==> src/rtl/tft_spi_tx.sv <==
// tft_spi_tx: byte-level SPI mode-0 transmitter for an ILI9341-class TFT panel.
// Accepts one byte plus D/C flag per tft_transmit pulse while tft_busy is low,
// shifts it out MSB first, and owns the panel hardware-reset sequence after rst.
module tft_spi_tx #(
    parameter int CLK_DIV         = 2,
    parameter int RST_LOW_CYCLES  = 500,
    parameter int RST_WAIT_CYCLES = 6000000
) (
    input  logic       clk,
    input  logic       rst,
    input  logic       tft_transmit,
    input  logic       tft_dc,
    input  logic [7:0] tft_data,
    output logic       tft_busy,
    output logic       spi_cs_n,
    output logic       spi_sck,
    output logic       spi_mosi,
    output logic       spi_dc,
    output logic       tft_rst_n
);

    localparam int CNT_MAX_A = (RST_WAIT_CYCLES > CLK_DIV) ? RST_WAIT_CYCLES : CLK_DIV;
    localparam int CNT_MAX   = (RST_LOW_CYCLES > CNT_MAX_A) ? RST_LOW_CYCLES : CNT_MAX_A;
    localparam int CW        = $clog2(CNT_MAX + 1);

    localparam logic [CW-1:0] LOW_LAST  = CW'(RST_LOW_CYCLES - 1);
    localparam logic [CW-1:0] WAIT_LAST = CW'(RST_WAIT_CYCLES - 1);
    localparam logic [CW-1:0] DIV_LAST  = CW'(CLK_DIV - 1);

    typedef enum logic [2:0] {
        RST_LOW,
        RST_WAIT,
        IDLE,
        SETUP,
        SHIFT,
        HOLD
    } state_t;

    state_t          state;
    state_t          state_next;
    logic [CW-1:0]   cnt;
    logic            cnt_last;
    logic            sck_hi;
    logic [2:0]      bit_idx;
    logic [7:0]      shreg;
    logic            dc_reg;

    // Terminal count of the per-state delay counter.
    always_comb begin
        cnt_last = 1'b0;
        case (state)
            RST_LOW:            cnt_last = (cnt == LOW_LAST);
            RST_WAIT:           cnt_last = (cnt == WAIT_LAST);
            SETUP, SHIFT, HOLD: cnt_last = (cnt == DIV_LAST);
            default:            cnt_last = 1'b0;
        endcase
    end

    // State register.
    always_ff @(posedge clk) begin
        if (rst) state <= RST_LOW;
        else     state <= state_next;
    end

    // Next-state logic.
    always_comb begin
        state_next = state;
        case (state)
            RST_LOW:  if (cnt_last) state_next = RST_WAIT;
            RST_WAIT: if (cnt_last) state_next = IDLE;
            IDLE:     if (tft_transmit) state_next = SETUP;
            SETUP:    if (cnt_last) state_next = SHIFT;
            SHIFT:    if (cnt_last && sck_hi && (bit_idx == 3'd7)) state_next = HOLD;
            HOLD:     if (cnt_last) state_next = IDLE;
            default:  state_next = RST_LOW;
        endcase
    end

    // Delay counter, SCK phase, bit index and the latched byte / D/C flag.
    // The next bit is shifted onto MOSI on the same edge SCK drops, so MOSI
    // only ever changes while SCK is low.
    always_ff @(posedge clk) begin
        if (rst) begin
            cnt     <= '0;
            sck_hi  <= 1'b0;
            bit_idx <= '0;
            shreg   <= '0;
            dc_reg  <= 1'b0;
        end else begin
            if ((state_next != state) || cnt_last)
                cnt <= '0;
            else if (state != IDLE)
                cnt <= cnt + 1'b1;

            case (state)
                IDLE: begin
                    if (tft_transmit) begin
                        shreg   <= tft_data;
                        dc_reg  <= tft_dc;
                        bit_idx <= '0;
                        sck_hi  <= 1'b0;
                    end
                end
                SHIFT: begin
                    if (cnt_last) begin
                        sck_hi <= ~sck_hi;
                        if (sck_hi && (bit_idx != 3'd7)) begin
                            bit_idx <= bit_idx + 3'd1;
                            shreg   <= {shreg[6:0], 1'b0};
                        end
                    end
                end
                default: ;
            endcase
        end
    end

    // Outputs decoded from state and datapath registers.
    always_comb begin
        tft_busy  = (state != IDLE);
        spi_cs_n  = !((state == SETUP) || (state == SHIFT) || (state == HOLD));
        spi_sck   = (state == SHIFT) && sck_hi;
        spi_mosi  = shreg[7];
        spi_dc    = dc_reg;
        tft_rst_n = (state != RST_LOW);
    end

endmodule
==> config.mk <==
export PLATFORM = sky130hd
export DESIGN_NAME = tft_spi_tx
export DESIGN_NICKNAME = d
export VERILOG_FILES = /design/src/rtl/tft_spi_tx.sv
export SDC_FILE = /design/constraint.sdc
export NUM_CORES = 1
export LEC_CHECK = 0
export ABC_AREA = 1
export CORE_MARGIN = 5
export CORE_UTILIZATION = 35
export CTS_CLUSTER_DIAMETER = 120
export DETAILED_ROUTE_END_ITERATION = 6
export REMOVE_ABC_BUFFERS = 1
export SLEW_MARGIN = 20
export SYNTH_ARGS = -nofsm -noshare
export SYNTH_HDL_FRONTEND = slang
export SYNTH_SLANG_ARGS = --single-unit
==> constraint.sdc <==
create_clock -name clk -period 2.2 [get_ports clk]
set_input_delay 0.44 -clock clk [delete_from_list [all_inputs] [get_ports clk]]
set_output_delay 0.44 -clock clk [all_outputs]
set_load 0.02 [all_outputs]
==> impl_metrics.ini <==
[synth]
yosys.area_share.simple = 0.3386
synth_top_family_by_area = simple AND/OR/NAND/NOR gates
ys_seq_elements = 39
synthMuxAreaShare = 0.004662
yosysWarnings = 0
synth_compound_area_frac = 0.1049
synthAdderAreaFrac = 0.01748
yosysSeqAreaShare = 0.3636
synthXorXnorAreaFrac = 0.08159
syn_area_um2 = 2147
synth_cells = 301
synth_cell_types = 33
avgSynthCellArea_um2 = 7.133

[grt]
antenna_found_initial = 0
grt.overflow.total = 0
grt_first_pass_wirelength_um = 7534
grt_max_degree = 24
track_usage = 0.1223
first_global_vias = 1743

[setup_path]
criticalPathCategory = register to output pin
start_kind = register
critPathArrivalTime_ns = 1.69
end_kind = output pin
regToRegSetupSlack_ns = 0.20
path_max_fanout = 5
cp.required_ns = 1.76

[power_and_ir_drop]
power_uw = 1251
power.leakage_uw = 0.001001
pwr-share-clk = 0.372
combPwrFrac = 0.055
p_seq_frac = 0.573
power_switching_share = 0.2261
p_switching_uw = 282.8
p_int_uw = 967.9
cellPowerDensity_nw_per_um2 = 502.3
ir_worst_vdd_v = 0.0002021

[routing]
ant_nets = 0
wl_um = 4350
drc_errors = 0
via_per_inst = 4.571
wire_per_inst_um = 10.85
first_iter_violations = 70
vias = 1833
first_pass_iters = 4

[run_status]
status = finished clean

[sta]
rsz0062_at_grt = yes
hold_viol = 0
period_needed_ns = 2.130
fmax_ghz = 0.4695
slew_viol_final = 0
slew_headroom = 0.7155
setup_viol = 0
min_period_over_period = 0.9681
worst_pin_slew_ns = 0.4263
tns_ns = 0
skew_ns = 0.01046

[clock_tree]
clk_latency_ns = 0.29
clk_pin_slew_worst_paths_ns = 0.08
cts_buffer_depth = 2
clock-root-buffer = clkbuf_8
cts_hold_buf = 0
cts-buffers-inserted = 5
postCtsSetupRepairBufs = 0
cts.sinks = 39
h-tree-depth = 2
cts_resized = 2
cts_tree = yes

[floorplan]
initial_core_util = 0.3605
fp.dieW_um = 88.32
die_h_um = 88.32
dieArea_um2 = 7800
io_pins = 18
core_area_um2 = 5956
num_rows = 28

[layout]
drive_gt1_frac = 0.1288
layout_commonest_cell = nand2_1
nets = 340
diodes = 0
layout-area-overhead-vs-synth_pct = 15.97
layoutNonFillerInstCount = 401
final_cell_mix = nand2_1 (63), nor2_1 (46), dfxtp_1 (37)
finish.utilization = 0.4181

[job]
maxCapViolations = 0

[placed_design]
portBuffers = 17
place_inst = 393
dp_hpwl_um = 3268
place.gp.congestion = 0.8732

[hold_path]
hold_path.class = register to register
critical path, stage by stage (launching register included):
cell and delay (ns):
dfxtp_1 0.43, nand2_1 0.19, nand3_2 0.16, clkdlybuf4s50_1 0.62
cell type report:
type | instances | area [µm²]
Clock inverter | 1 | 5.005
Inverter | 38 | 142.6
Sequential cell | 39 | 783.3
Fill cell | 611 | 3466
Tap cell | 75 | 93.84
Timing Repair Buffer | 23 | 214.0
Clock buffer | 7 | 76.32
Multi-Input combinational cell | 218 | 1175
flip-flops by register name, indices dropped and copies added, names as in the netlist:
signal and cells:
sck_hi 1, shreg 8, state 3, bit_idx 3
cnt 23, spi_dc 1
logic make-up (layout without fill, tap and decap cells):
group,count (synthesis),in the layout
AO/OA/AOI/OAI,39,39
XOR/XNOR,20,20
adder cells (fa/ha/maj),3,3
buffers and inverters,44,69
flip-flops,39,39
multiplexers,1,1
AND/OR/NAND/NOR,155,155
worst paths after layout:
check	start	endpoint	depth (start not counted)
worst max-delay path	state[2]	spi_cs_n	3
worst min-delay path	shreg[2]	shreg[2]	2
worst min register to register	shreg[2]	shreg[2]	2
worst max register to register	state[2]	cnt[3]	10
power groups by stage:
stage               registers [µW]  clock network, µW  logic [µW]
finish                         717                466        68.2
global route                   717                515        76.5
CTS                            717                489        69.2
detailed placement             733                  0        68.6
global placement               733                  0        68.2
floorplan                      731                  0        36.8
cell usage after synthesis, drive strengths merged:
cell type / number / share of area
o21ai: 16 / 0.037
dfxtp: 39 / 0.36
o211a: 1 / 0.0047
nand3: 15 / 0.045
xnor2: 7 / 0.029
nor4: 1 / 0.0029
nand4: 3 / 0.012
mux2i: 1 / 0.0047
buf: 5 / 0.021
ha: 3 / 0.017
nor3: 9 / 0.029
nand2: 70 / 0.13
a21oi: 17 / 0.040
nor2: 57 / 0.12
inv: 38 / 0.066
o31ai: 3 / 0.017
o211ai: 1 / 0.0035
clkbuf: 1 / 0.0017
o22ai: 1 / 0.0029
xor2: 13 / 0.053
per-stage QoR:
stage          hold slack [ns]  worst slack, ns  instance area (µm²)
2_1_floorplan           0.4240           0.2600                 2098
3_3_place_gp            0.4355           0.1617                 2407
3_5_place_dp            0.4377           0.1376                 2407
4_1_cts                 0.4493         0.004969                 2489
5_1_grt                 0.4914         -0.02125                 2490
6_report                0.4444          0.07026                 2490
metal layers:
layer,vias up,part of all wire,GRT usage
li1,998,-,-
met1,802,0.52,0.1590
met2,23,0.41,0.1903
met3,10,0.049,0.03538
met4,0,0.020,0.04945
met5,-,0,0
No activity file was read; power rests on OpenSTA's default activity.
